### src/rtl/pic_bus_control.sv
// pic_bus_control: CPU-side read/write control for the 8259A.
// Samples the bus strobes, detects the trailing edge of each write pulse,
// decodes ICW1-ICW4 / OCW1-OCW3 and holds the resulting configuration.
module pic_bus_control (
    input  logic       clock,
    input  logic       reset,
    input  logic       chip_select_n,
    input  logic       read_enable_n,
    input  logic       write_enable_n,
    input  logic       address,
    input  logic [7:0] data_bus_in,
    output logic       read,
    output logic       read_address,
    output logic       enable_read_register,
    output logic       read_register_isr_or_irr,
    output logic [7:0] interrupt_mask,
    output logic       level_or_edge_triggered,
    output logic       single_or_cascade,
    output logic [4:0] vector_base,
    output logic [7:0] cascade_config,
    output logic       auto_eoi,
    output logic       special_mask_mode,
    output logic       ocw2_strobe,
    output logic [7:0] ocw2_data,
    output logic       init_done
);

    typedef enum logic [1:0] {
        READY     = 2'd0,
        WAIT_ICW2 = 2'd1,
        WAIT_ICW3 = 2'd2,
        WAIT_ICW4 = 2'd3
    } state_t;

    state_t     r_state;
    state_t     w_next_state;

    logic       w_wr_active;
    logic       w_rd_active;
    logic       w_commit;

    logic       r_wr_sample;
    logic       r_addr_sample;
    logic [7:0] r_data_sample;

    logic       r_read;
    logic       r_read_address;
    logic       r_enable_read_register;
    logic       r_read_register_isr_or_irr;
    logic [7:0] r_interrupt_mask;
    logic       r_level_or_edge_triggered;
    logic       r_single_or_cascade;
    logic       r_ic4;
    logic [4:0] r_vector_base;
    logic [7:0] r_cascade_config;
    logic       r_auto_eoi;
    logic       r_special_mask_mode;
    logic       r_ocw2_strobe;
    logic [7:0] r_ocw2_data;
    logic       r_init_done;

    logic       w_is_icw1;
    logic       w_is_icw2;
    logic       w_is_icw3;
    logic       w_is_icw4;
    logic       w_is_ocw1;
    logic       w_is_ocw2;
    logic       w_is_ocw3;
    logic       w_finish_init;

    // RD and WR low together means neither cycle is active.
    assign w_wr_active = ~chip_select_n & ~write_enable_n &  read_enable_n;
    assign w_rd_active = ~chip_select_n & ~read_enable_n  &  write_enable_n;

    // A write takes effect once, on the edge where the pulse has just ended.
    assign w_commit    = r_wr_sample & ~w_wr_active;

    // Sample stage: remember whether a write is in progress and its last A0/data.
    always_ff @(posedge clock) begin
        // NOTE: sequential state uses non-blocking (<=) so every register sees pre-edge values.
        if (reset) begin
            r_wr_sample   <= 1'b0;
            r_addr_sample <= 1'b0;
            r_data_sample <= 8'h00;
        end else begin
            r_wr_sample <= w_wr_active;
            if (w_wr_active) begin
                r_addr_sample <= address;
                r_data_sample <= data_bus_in;
            end
        end
    end

    // Initialization state register.
    always_ff @(posedge clock) begin
        if (reset) begin
            r_state <= READY;
        end else begin
            r_state <= w_next_state;
        end
    end

    // Decode the committed write into a command and compute the next init state.
    always_comb begin
        // NOTE: every output of this block gets a default first so no latch is inferred.
        w_next_state  = r_state;
        w_is_icw1     = 1'b0;
        w_is_icw2     = 1'b0;
        w_is_icw3     = 1'b0;
        w_is_icw4     = 1'b0;
        w_is_ocw1     = 1'b0;
        w_is_ocw2     = 1'b0;
        w_is_ocw3     = 1'b0;
        w_finish_init = 1'b0;
        if (w_commit) begin
            if (!r_addr_sample) begin
                if (r_data_sample[4]) begin
                    // ICW1 always (re)starts the sequence, whatever state we are in.
                    w_is_icw1    = 1'b1;
                    w_next_state = WAIT_ICW2;
                end else if (r_state == READY) begin
                    if (r_data_sample[3]) begin
                        w_is_ocw3 = 1'b1;
                    end else begin
                        w_is_ocw2 = 1'b1;
                    end
                end
            end else begin
                case (r_state)
                    READY: begin
                        w_is_ocw1 = 1'b1;
                    end
                    WAIT_ICW2: begin
                        w_is_icw2 = 1'b1;
                        if (!r_single_or_cascade) begin
                            w_next_state = WAIT_ICW3;
                        end else if (r_ic4) begin
                            w_next_state = WAIT_ICW4;
                        end else begin
                            w_next_state  = READY;
                            w_finish_init = 1'b1;
                        end
                    end
                    WAIT_ICW3: begin
                        w_is_icw3 = 1'b1;
                        if (r_ic4) begin
                            w_next_state = WAIT_ICW4;
                        end else begin
                            w_next_state  = READY;
                            w_finish_init = 1'b1;
                        end
                    end
                    WAIT_ICW4: begin
                        w_is_icw4     = 1'b1;
                        w_next_state  = READY;
                        w_finish_init = 1'b1;
                    end
                    default: begin
                        w_next_state = READY;
                    end
                endcase
            end
        end
    end

    // Read path: registered strobe and A0 for the data bus buffer.
    always_ff @(posedge clock) begin
        if (reset) begin
            r_read         <= 1'b0;
            r_read_address <= 1'b0;
        end else begin
            r_read         <= w_rd_active;
            r_read_address <= address;
        end
    end

    // Configuration registers written by the decoded ICW/OCW commands.
    always_ff @(posedge clock) begin
        if (reset) begin
            r_enable_read_register     <= 1'b1;
            r_read_register_isr_or_irr <= 1'b0;
            r_interrupt_mask           <= 8'h00;
            r_level_or_edge_triggered  <= 1'b0;
            r_single_or_cascade        <= 1'b0;
            r_ic4                      <= 1'b0;
            r_vector_base              <= 5'h00;
            r_cascade_config           <= 8'h00;
            r_auto_eoi                 <= 1'b0;
            r_special_mask_mode        <= 1'b0;
            r_ocw2_strobe              <= 1'b0;
            r_ocw2_data                <= 8'h00;
            r_init_done                <= 1'b0;
        end else begin
            r_ocw2_strobe <= w_is_ocw2;

            if (w_is_icw1) begin
                r_level_or_edge_triggered  <= r_data_sample[3];
                r_single_or_cascade        <= r_data_sample[1];
                r_ic4                      <= r_data_sample[0];
                r_interrupt_mask           <= 8'h00;
                r_auto_eoi                 <= 1'b0;
                r_special_mask_mode        <= 1'b0;
                r_enable_read_register     <= 1'b1;
                r_read_register_isr_or_irr <= 1'b0;
                r_init_done                <= 1'b0;
            end else if (w_finish_init) begin
                r_init_done <= 1'b1;
            end

            if (w_is_icw2) begin
                r_vector_base <= r_data_sample[7:3];
            end
            if (w_is_icw3) begin
                r_cascade_config <= r_data_sample;
            end
            if (w_is_icw4) begin
                r_auto_eoi <= r_data_sample[1];
            end
            if (w_is_ocw1) begin
                r_interrupt_mask <= r_data_sample;
            end
            if (w_is_ocw2) begin
                r_ocw2_data <= r_data_sample;
            end
            if (w_is_ocw3) begin
                // RR selects the readable register; ESMM gates the SMM bit.
                if (r_data_sample[1]) begin
                    r_enable_read_register     <= 1'b1;
                    r_read_register_isr_or_irr <= r_data_sample[0];
                end
                if (r_data_sample[6]) begin
                    r_special_mask_mode <= r_data_sample[5];
                end
            end
        end
    end

    assign read                     = r_read;
    assign read_address             = r_read_address;
    assign enable_read_register     = r_enable_read_register;
    assign read_register_isr_or_irr = r_read_register_isr_or_irr;
    assign interrupt_mask           = r_interrupt_mask;
    assign level_or_edge_triggered  = r_level_or_edge_triggered;
    assign single_or_cascade        = r_single_or_cascade;
    assign vector_base              = r_vector_base;
    assign cascade_config           = r_cascade_config;
    assign auto_eoi                 = r_auto_eoi;
    assign special_mask_mode        = r_special_mask_mode;
    assign ocw2_strobe              = r_ocw2_strobe;
    assign ocw2_data                = r_ocw2_data;
    assign init_done                = r_init_done;

endmodule
### config.mk
export PLATFORM = sky130hd
export DESIGN_NAME = pic_bus_control
export DESIGN_NICKNAME = d
export VERILOG_FILES = /design/src/rtl/pic_bus_control.sv
export SDC_FILE = /design/constraint.sdc
export NUM_CORES = 1
export LEC_CHECK = 0
export ABC_AREA = 1
export CORE_UTILIZATION = 48
export DETAILED_ROUTE_END_ITERATION = 6
export GPL_ROUTABILITY_DRIVEN = 0
export PLACE_DENSITY = 0.79
export REMOVE_ABC_BUFFERS = 1
export SLEW_MARGIN = 20
export SYNTH_ARGS = -nofsm -noshare
export SYNTH_HDL_FRONTEND = slang
export SYNTH_SLANG_ARGS = --single-unit
### constraint.sdc
create_clock -name clock -period 1.7 [get_ports clock]
set_clock_uncertainty 0.2 [all_clocks]
set_input_delay 0.255 -clock clock [delete_from_list [all_inputs] [get_ports clock]]
set_output_delay 0.255 -clock clock [all_outputs]
set_load 0.05 [all_outputs]
## Word level (Yosys, flattened, before mapping)

Cells that the tools add are included.

| storage, ports and cells | value |
|---|---|
| register bits | 52 |
| bits of input ports | 14 |
| output and inout port bits | 39 |
| logic and storage cells | 86 |

| cells by class | value |
|---|---|
| equal/unequal tests | 4 |
| mux-type cells | 48 |
| bitwise gates (word level) | 9 |
| reductions and logical operators | 6 |

Operators by type and width:

| kind | count |
|---|---|
| $mux 1 | 40 |
| $mux 8 | 2 |
| $mux 2 | 4 |
| $pmux 2 s3 | 1 |
| $reduce_bool 2->1 | 3 |
| $and 1x1->1 | 5 |
| $eq 2x2->1 const B | 2 |
| $ne 4x1->1 const B | 1 |
| $not 1->1 | 4 |
| $pmux 1 s3 | 1 |
| $reduce_and 3->1 | 1 |
| $eq 2x1->1 const B | 1 |
| $logic_not 2->1 | 1 |
| $reduce_or 2->1 | 1 |

## Logic depth before layout (Yosys ltp)

Gate-level depths: netlist (run 1).

| logic depth | value |
|---|---|
| word-level depth | 9 |
| mapped depth | 8 |
| gate-level depth less buffers | 7 |

## Worst setup path after synthesis (run 1)

No wires, ideal clock.

| timing path | value |
|---|---|
| path type | reg2reg |
| from | reg r_data_sample[4] |
| to | reg r_interrupt_mask[1] (netlist: interrupt_mask[1]) |
| setup time | 0.132 ns |
| arrival | 1.008 ns |
| data required time | 1.368 ns |
| slack | 0.360 ns |
| cell stages (with the launch flop) | 7 |
| buffers on the path | 1 |
| clock period less this slack | 1.340 ns |
| cell sequence | dfxtp_1 inv_2 nor2_1 nand3_2 buf_6 nand3_1 a21oi_1 |

| on the way | value |
|---|---|
| longest elaborated chain between the ends | 4 |

Ends and longest elaborated chain:

| item | line | text |
|---|---|---|
| start: declaration | 44 | `logic [7:0] r_data_sample;` |
| start signal: assignment | 89 | `r_data_sample <= data_bus_in;` |
| $mux 1 | 117 | `if (r_data_sample[4]) begin` |
| $mux 1 | 116 | `if (!r_addr_sample) begin` |
| $mux 1 | 115 | `if (w_commit) begin` |
| $reduce_bool 2->1 (no source line) | n/a |  |
| end signal: assignment | 220 | `r_interrupt_mask <= r_data_sample;` |
| end: declaration | 50 | `logic [7:0] r_interrupt_mask;` |

Every way passes these cells.
A chain may end at the register's enable or synchronous reset.

## Final worst setup path (run 1)

| timing path | value |
|---|---|
| from | in chip_select_n |
| to | reg r_state[1] |

| on the way | value |
|---|---|
| longest elaborated chain between the ends | 6 |

Ends and longest elaborated chain:

| item | line | text |
|---|---|---|
| start: declaration | 7 | `input logic chip_select_n,` |
| $not 1->1 | 72 | `assign w_wr_active = ~chip_select_n & ~write_enable_n & read_enable_n;` |
| $and 1x1->1 (2 in a row) | 72 |  |
| $not 1->1 | 76 | `assign w_commit = r_wr_sample & ~w_wr_active;` |
| $and 1x1->1 | 76 |  |
| $reduce_and 3->1 (no source line) | n/a |  |
| end signal: assignment | 99 | `r_state <= w_next_state;` |
| end: declaration | 35 | `state_t r_state;` |

Every way passes these cells.

==> qor.txt, run 1 <==
final setup fails -> 0
Placed Area -> 2955 um2
Crit Reg-Reg Startpoint -> r_data_sample[4]
CP Class -> in2reg
part of the power in registers -> 48.5%
wire per inst -> 13.27 um
Pwr Density -> 829.3 nW/um2
CTS tree -> yes
Post-synth top cells -> 58 x nor2_1, 52 x dfxtp_1, 47 x nand2_1
WHS Endpoint -> ocw2_data[3]
largest net degree at the start of global routing -> 37
asr flop ratio synth -> 0%
Top FF cell, synth -> dfxtp_1
CTS clk-pin slew, worst paths -> 0.09 ns
First DRT Iteration DRCs -> 167
worst hold margin -> 0.2544 ns
Psw -> 0.5416 mW
synth warn -> 0
Reg2Reg Setup Slack -> 0.09 ns
crit path capture type -> flop
post-synth top area cell -> dfxtp_1
Die Span X -> 68.08 um
# rows -> 23
Hold Path Class -> reg2reg
switching fraction of total power -> 20.90%
Initial Util -> 51.29%
initial antenna violation count -> 0
first-pass GRT wire length -> 8.487 mm
placed insts -> 379
HPWL after DPL -> 3.786 mm
First-pass DRT Iterations -> 4
Int Pwr -> 2.050 mW
synth top area cells -> dfxtp_1 50%, nor2_1 10%, nand2_1 8.4%
Total GRT Usage -> 24.49%
core footprint -> 4086 um2
Synth top area share -> 49.67%
FF+latch count, synth -> 52
Syn Area/Cell -> 7.621 um2
nets -> 351
Setup TNS Final -> 0 ns
H-tree levels -> 2
Die Y -> 68.08 um
slowest stage delay, CP -> 0.53 ns
post-route ant nets -> 0
timing-limited maximum frequency -> 614.8 MHz
cells after synthesis -> 275
crit path launch type -> input pin
CTS Buf Count -> 5
crit path max-delay cell type -> clkdlybuf4s50_1
# Post-CTS Setup Buffers -> 0
total of max-cap violations -> 0
Post-Route Utilization -> 76.49%
Hold Vio Cnt, Final -> 0
Detailed Route WL -> 5.147 mm
DRC violations left -> 0
Slew HR -> 78.00%
hold path cells -> 2
vias in the first global route -> 1878
Syn Std Cell Area -> 2096 um2
Max Slew Vio Count -> 0
Post-synth EDFFs -> 0
share of cells above drive strength 1 -> 22.19%
Synth-to-Final Area Change -> 49.13%
M1 WL -> 2.227 mm
crit path cell chain -> clkdlybuf4s50_1 > nor2_4 > nand2_2 > nand2_4 > buf_4 > nor3_1 > o21ai_0
met3 wire len -> 282 um
fin crit period -> 1.627 ns
Post-CTS Hold Buffers -> 0
Non-Filler Instances -> 388
worst slew pin tran -> 0.3290 ns
Final Cycle Share -> 95.68%
Clk network pwr share -> 43.6%
met2 routed WL -> 2.603 mm
Port-buffer cells -> 52
Max IR drop VDD -> 621.1 uV
min-delay src -> ocw2_data[3]
CTS max path bufs -> 2
Die Footprint -> 4634 um2
Worst Path Max Fanout -> 7
most frequent cell after synthesis -> nor2_1
I/O pin count -> 53
worst endpoint required time -> 1.68 ns
FF-to-FF End -> r_ic4
Finished Cell Area -> 3126 um2
clk_lat worst skew -> 0.30 ns
synth unique cells -> 25
Comb pwr share -> 7.9%
antenna cells -> 0
RSZ-0062 raised after global routing -> false
Via density -> 5.173
Clock Root Buffer -> clkbuf_8
leakage -> 1.255 nW
R2R cell count -> 6
Vias -> 2007
CP Data Arrival Time -> 1.61 ns
Top Metal Used -> met4
status -> finished, final reports clean
CTS sink cnt -> 52
grt ovf -> 0
sequential area share after synthesis -> 49.67%
stage by stage:
step                power (mW)  setup WS [ns]
floorplan                1.390         0.2928
global placement         1.479        -0.1798
detailed placement       1.485        -0.2185
CTS                      2.596        0.08261
global route             2.678      0.0009183
finish                   2.592        0.07340
cell families after synthesis:
logic type / synth area share [%]
compound gates: 10.57
buf+inv: 6.984
flops: 49.67
simple gates: 32.78
sequential cells by signal, summed over array words and instances, names as in the netlist:
| signal | cells |
|---|---|
| enable_read_register | 1 |
| r_state | 2 |
| read_address | 1 |
| init_done | 1 |
| interrupt_mask | 8 |
| r_wr_sample | 1 |
| ocw2_data | 8 |
| read | 1 |
| r_ic4 | 1 |
| special_mask_mode | 1 |
| read_register_isr_or_irr | 1 |
| vector_base | 5 |
| level_or_edge_triggered | 1 |
| auto_eoi | 1 |
| cascade_config | 8 |
| r_data_sample | 8 |
| single_or_cascade | 1 |
| ocw2_strobe | 1 |
| r_addr_sample | 1 |
power by group through the flow:
stage	Sequential, mW	Combinational, mW	Clock, mW
finish	1.26	0.204	1.13
global route	1.26	0.224	1.20
CTS	1.26	0.201	1.14
detailed placement	1.28	0.200	0
global placement	1.28	0.194	0
floorplan	1.30	0.0876	0
layer usage:
layer | up-vias | track usage [%]
met5 | - | 0
met4 | 0 | 6.510
met3 | 4 | 5.167
met2 | 66 | 42.77
met1 | 926 | 30.18
li1 | 1011 | -
layout make-up:
cell class / instances / area [um2]
sequential: 52 / 1041
fill: 285 / 960.9
multi-input combinational: 192 / 919.6
timing repair buffer: 63 / 855.8
clock inverter: 3 / 90.09
inverter: 23 / 87.58
clock buffer: 5 / 68.82
tap: 50 / 62.56
placed cells by master (no fill, tap or decap), drive strengths merged:
master	synthesis	final
a21oi	20	20
dfxtp	52	52
inv	21	21
nor4	1	1
nand4	1	1
nand2	50	50
bufinv	0	3
buf	6	50
clkinv	2	2
o211ai	1	1
o21ai	19	19
nand3	33	33
clkdlybuf4s50	0	13
clkbuf	3	5
a21boi	1	1
nor2	62	63
nor3	3	3
how the worst max path moves through the flow:
stage,endpoint,start,slack [ns],cells after the start
finish,r_state[1],chip_select_n,0.07,7
detailed placement,ocw2_data[2],chip_select_n,-0.22,7
CTS,cascade_config[4],chip_select_n,0.08,8
global placement,vector_base[4],chip_select_n,-0.18,8
global route,r_ic4,r_data_sample[4],0.0009,6
floorplan,cascade_config[0],chip_select_n,0.29,7
worst max-delay path, delay by kind of cell:
| kind | cells | cell delay [ns] |
|---|---|---|
| AO/OA/AOI/OAI | 1 | 0.14 |
| buffers and inverters | 2 | 0.70 |
| AND/OR/NAND/NOR | 4 | 0.51 |
timing repair:
action                     in CTS  in global routing
hold endpoints to repair        0                  0
gates resized for setup         0                  1
setup endpoints to repair       0                  2
Note: power is estimated with default switching activity, not from simulation.
==> run 2, diff against run 1 <==
- CORE_UTILIZATION: 48 -> 50
- CTS_BUF_LIST: unset -> sky130_fd_sc_hd__clkbuf_2 sky130_fd_sc_hd__clkbuf_4 sky130_fd_sc_hd__clkbuf_8
- GPL_TIMING_DRIVEN: unset -> 0
- PLACE_DENSITY: 0.79 -> 0.82
==> run 2 against run 1 <==
- final cell count decreased by 2.1%
- setup slack got worse by 0.023 ns
- routed wire length decreased by 5.7%
- clock-buffer cell count increased by 1
- maximum frequency decreased by 1.4%
- clock power decreased by 35%
- combinational power decreased by 4%
- sequential cell count unchanged
- global-route usage decreased by 1.4 points
- power decreased by 16%
- via count decreased by 3.5%
- largest cell class unchanged
==> qor.txt, run 2 (synthesis gave the netlist of run 1 again) <==
Post-Route Utilization -> 68.56%
Synth-to-Final Area Change -> 30.87%
First DRT Iteration DRCs -> 134
clk_lat worst skew -> 0.31 ns
hold path cells -> 2
Initial Util -> 52.39%
CP Launch Point -> cascade_config[7]
First-pass DRT Iterations -> 4
Max Slew Vio Count -> 0
nets -> 343
Max IR drop VDD -> 512.4 uV
Comb pwr share -> 8.9%
CTS clk-pin slew, worst paths -> 0.09 ns
CP Class -> reg2out
timing-limited maximum frequency -> 606.2 MHz
grt ovf -> 0
largest net degree at the start of global routing -> 37
Crit Reg-Reg Startpoint -> r_wr_sample
fin crit period -> 1.650 ns
crit path cell chain -> dlygate4sd2_1
Vias -> 1937
leakage -> 1.236 nW
status -> finished, final reports clean
Int Pwr -> 1.629 mW
Final Cycle Share -> 97.03%
Pwr Density -> 795.2 nW/um2
Via density -> 5.097
share of cells above drive strength 1 -> 9.091%
min-delay src -> read_enable_n
CP delay by family, top -> buffers and inverters
worst slew pin tran -> 0.6781 ns
Clk network pwr share -> 33.5%
post-route ant nets -> 0
first-pass GRT wire length -> 7.631 mm
CP Data Arrival Time -> 1.19 ns
total of max-cap violations -> 0
CTS sink cnt -> 52
vias in the first global route -> 1708
Total GRT Usage -> 23.06%
crit path max-delay cell type -> dlygate4sd2_1
initial antenna violation count -> 0
Setup TNS Final -> 0 ns
Port-buffer cells -> 52
HPWL after DPL -> 3.142 mm
Die Y -> 66.74 um
R2R cell count -> 4
CTS Buf Count -> 5
Slew HR -> 54.79%
Clock Root Buffer -> clkbuf_8
wire per inst -> 12.78 um
DRC violations left -> 0
CTS max path bufs -> 2
WP depth -> 1
commonest cells after routing, fill and taps aside -> 58 x nor2_1, 52 x dfxtp_1, 47 x nand2_1
Die Footprint -> 4454 um2
worst path buffer plus inverter count -> 1
Die Span X -> 66.74 um
final setup fails -> 0
# rows -> 23
Psw -> 0.5518 mW
switching fraction of total power -> 25.30%
antenna cells -> 0
commonest non-fill, non-tap cell in the layout -> nor2_1
Finished Cell Area -> 2743 um2
Detailed Route WL -> 4.855 mm
Hold Path Class -> in2reg
I/O pin count -> 53
Worst Path Max Fanout -> 2
Hold Vio Cnt, Final -> 0
core footprint -> 4000 um2
worst endpoint required time -> 1.24 ns
CTS tree -> yes
Placed Area -> 2620 um2
H-tree levels -> 2
crit path capture type -> output pin
slowest stage delay, CP -> 0.53 ns
part of the power in registers -> 57.6%
crit path launch type -> flop
## run 2: changes by cell type in the layout (fill, tap and decap cells not counted), moves of 2 or more
cell	change
nand2_8	+2
clkinv_2	+2
clkdlybuf4s50_1	-2
buf_12	-27
buf_4	-20
bufinv_16	-3
dlygate4sd2_1	+39
## run 2: cell type report
class,count,area (um2)
fill,340,1257
sequential,52,1041
multi-input combinational,192,949.7
timing repair buffer,55,504.2
inverter,23,92.59
clock buffer,6,82.58
tap,50,62.56
clock inverter,2,10.01
## run 2: metrics by stage
| step | total power, mW | std cells | setup slack, ns | hold slack, ns |
|---|---|---|---|---|
| 2_1_floorplan | 1.390 | 266 | 0.2928 | 0.1241 |
| 3_3_place_gp | 1.466 | 368 | -1.057 | 0.2304 |
| 3_5_place_dp | 1.468 | 368 | -1.021 | 0.2375 |
| 4_1_cts | 2.187 | 378 | 0.02277 | 0.2498 |
| 5_1_grt | 2.257 | 380 | -0.0007799 | 0.2492 |
| 6_report | 2.181 | 380 | 0.05046 | 0.2265 |
## run 2: final timing paths
check	endpoint	slack, ns
worst max-delay path	cascade_config[7]	0.05
worst min-delay path	read	0.23
worst max register to register	ocw2_data[1]	0.13
worst min register to register	ocw2_data[3]	0.25
## run 2: power by group through the flow
stage | combinational, mW | sequential (mW) | clock, mW
2_1_floorplan | 0.0876 | 1.30 | 0
3_3_place_gp | 0.183 | 1.28 | 0
3_5_place_dp | 0.184 | 1.28 | 0
4_1_cts | 0.185 | 1.26 | 0.746
5_1_grt | 0.212 | 1.26 | 0.786
6_report | 0.195 | 1.26 | 0.730
## run 2: repair_timing
item | 4_1_cts | 5_1_grt
cloned | 0 | 1
hold buffers | 0 | 0
resized for setup | 45 | 4
setup endpoints to repair | 86 | 26
setup buffers | 2 | 1
pin swaps | 1 | 2
## run 2: layer usage
layer  share of wire [%]  GRT usage [%]  vias to the layer above
met3                 6.5          4.110                       11
met5                   0              0                        -
met2                  47          38.38                       77
met1                  44          28.53                      856
li1                    -              -                      993
met4                 2.0          10.90                        0
==> run 3, diff against run 2 <==
- CAP_MARGIN: unset -> 20
- CORE_UTILIZATION: 50 -> 42
- PLACE_DENSITY: 0.82 -> 0.71
==> run 3 against run 2 <==
- utilization decreased by 9.7 points
- die area increased by 18%
- sequential power about the same
- final area increased by 2.1%
- combinational power increased by 2%
- setup slack improved by 0.0014 ns
- routed wire length increased by 2.0%
- clock power increased by 2%
- global-route usage decreased by 3.2 points
- power increased by 0.74%
==> qor.txt, run 3 (synthesis gave the netlist of run 1 again) <==
CTS max path bufs -> 2
total of max-cap violations -> 0
Via density -> 4.938
I/O pin count -> 53
Detailed Route WL -> 4.952 mm
first-pass GRT wire length -> 8.142 mm
CP delay by family, top -> buffers and inverters
Comb pwr share -> 9.1%
Slew HR -> 56.02%
min-delay src -> read_enable_n
Finished Cell Area -> 2799 um2
Clk network pwr share -> 33.8%
Final Cycle Share -> 96.95%
DRC violations left -> 0
CTS Buf Count -> 5
Crit Reg-Reg Startpoint -> r_wr_sample
Initial Util -> 44.08%
CTS clk-pin slew, worst paths -> 0.09 ns
placed insts -> 385
RSZ-0062 raised after global routing -> false
M1 WL -> 2.249 mm
Max IR drop VDD -> 283.6 uV
Psw -> 0.5257 mW
core footprint -> 4755 um2
Vias -> 1980
Pwr Density -> 784.9 nW/um2
Top Metal Used -> met4
leakage -> 1.255 nW
Post-CTS Hold Buffers -> 0
worst slew pin tran -> 0.6597 ns
CTS sink cnt -> 52
crit path cell chain -> dlygate4sd2_1
fin crit period -> 1.648 ns
status -> finished, final reports clean
First DRT Iteration DRCs -> 144
met2 routed WL -> 2.384 mm
timing-limited maximum frequency -> 606.7 MHz
HPWL after DPL -> 3.343 mm
Port-buffer cells -> 52
antenna cells -> 0
final setup fails -> 0
Hold Path Class -> in2reg
worst endpoint required time -> 1.24 ns
WHS Endpoint -> read
CP Class -> reg2out
Placed Area -> 2641 um2
crit path max-delay cell type -> dlygate4sd2_1
Hold Vio Cnt, Final -> 0
Int Pwr -> 1.671 mW
grt ovf -> 0
met3 wire len -> 264 um
post-route ant nets -> 0
largest net degree at the start of global routing -> 37
# rows -> 25
nets -> 347
clk_lat worst skew -> 0.30 ns
worst path buffer plus inverter count -> 1
CTS tree -> yes
switching fraction of total power -> 23.93%
CP Data Arrival Time -> 1.19 ns
H-tree levels -> 2
wire per inst -> 12.35 um
Reg2Reg Setup Slack -> 0.12 ns
hold path cells -> 2
FF-to-FF End -> ocw2_data[5]
initial antenna violation count -> 0
commonest non-fill, non-tap cell in the layout -> nor2_1
Total GRT Usage -> 19.87%
commonest cells after routing, fill and taps aside -> 58 x nor2_1, 52 x dfxtp_1, 47 x nand2_1
Worst Path Max Fanout -> 2
Die Footprint -> 5277 um2
crit path capture type -> output pin
part of the power in registers -> 57.1%
fillers -> 478
CP Launch Point -> cascade_config[0]
crit path launch type -> flop
vias in the first global route -> 1789
R2R cell count -> 4
PnR Total Power -> 2.197 mW
share of cells above drive strength 1 -> 10.18%
Non-Filler Instances -> 401
Die Span X -> 72.64 um
Max Slew Vio Count -> 0
Die Y -> 72.64 um
First-pass DRT Iterations -> 4
Synth-to-Final Area Change -> 33.55%
Clock Root Buffer -> clkbuf_8
slowest stage delay, CP -> 0.53 ns
## run 3: cell types whose count changed in the layout (fill, tap and decap cells not counted), sizes merged
| cell | change |
|---|---|
| clkinv | -2 |
| clkbuf | +2 |
| buf | +4 |
## run 3: final cells by class
type / count / area (um2) / share of cell area (%)
Clock buffer: 8 / 97.59 / 3.487
Inverter: 23 / 92.59 / 3.308
Multi-Input combinational cell: 192 / 949.7 / 33.93
Sequential cell: 52 / 1041 / 37.19
Tap cell: 67 / 83.83 / 2.995
Timing Repair Buffer: 59 / 534.3 / 19.09
## run 3: per-layer routing
| metal | vias to the layer above | GRT usage [%] |
|---|---|---|
| met4 | 0 | 5.664 |
| met3 | 6 | 4.696 |
| met1 | 914 | 25.52 |
| met5 | - | 0 |
| met2 | 58 | 33.33 |
| li1 | 1002 | - |
## run 3: worst max path at each step
stage | to | slack (ns) | cells past startpoint
3_3_place_gp | init_done | -1.12 | 4
4_1_cts | single_or_cascade | 0.008 | 1
5_1_grt | cascade_config[3] | 0.003 | 9
6_report | cascade_config[0] | 0.05 | 1
3_5_place_dp | init_done | -1.13 | 4
2_1_floorplan | cascade_config[0] | 0.29 | 7
## run 3: power by group through the flow
stage / Clock, mW / Combinational (mW) / Sequential [mW]
final: 0.742 / 0.199 / 1.26
after global routing: 0.802 / 0.218 / 1.26
after CTS: 0.756 / 0.187 / 1.26
after detailed placement: 0 / 0.186 / 1.28
after global placement: 0 / 0.184 / 1.28
after floorplan: 0 / 0.0876 / 1.30
## run 3: per-stage QoR
step           setup slack (ns)  TNS (ns)  hold slack (ns)  utilization, %
3_3_place_gp             -1.117    -40.97           0.2312           55.55
5_1_grt                0.003393         0           0.2560           58.87
2_1_floorplan            0.2928         0           0.1241               -
3_5_place_dp             -1.127    -42.23           0.2354           55.55
4_1_cts                0.008180         0           0.2461           57.68
6_report                0.05183         0           0.2279           58.87
## run 3: repair_timing
action / 4_1_cts / 5_1_grt
cloned: 0 / 1
hold endpoints to repair: 0 / 0
buffers inserted: 2 / 5
gates resized for setup: 45 / 4
endpoints found under the setup margin: 86 / 21
pin swaps: 1 / 3
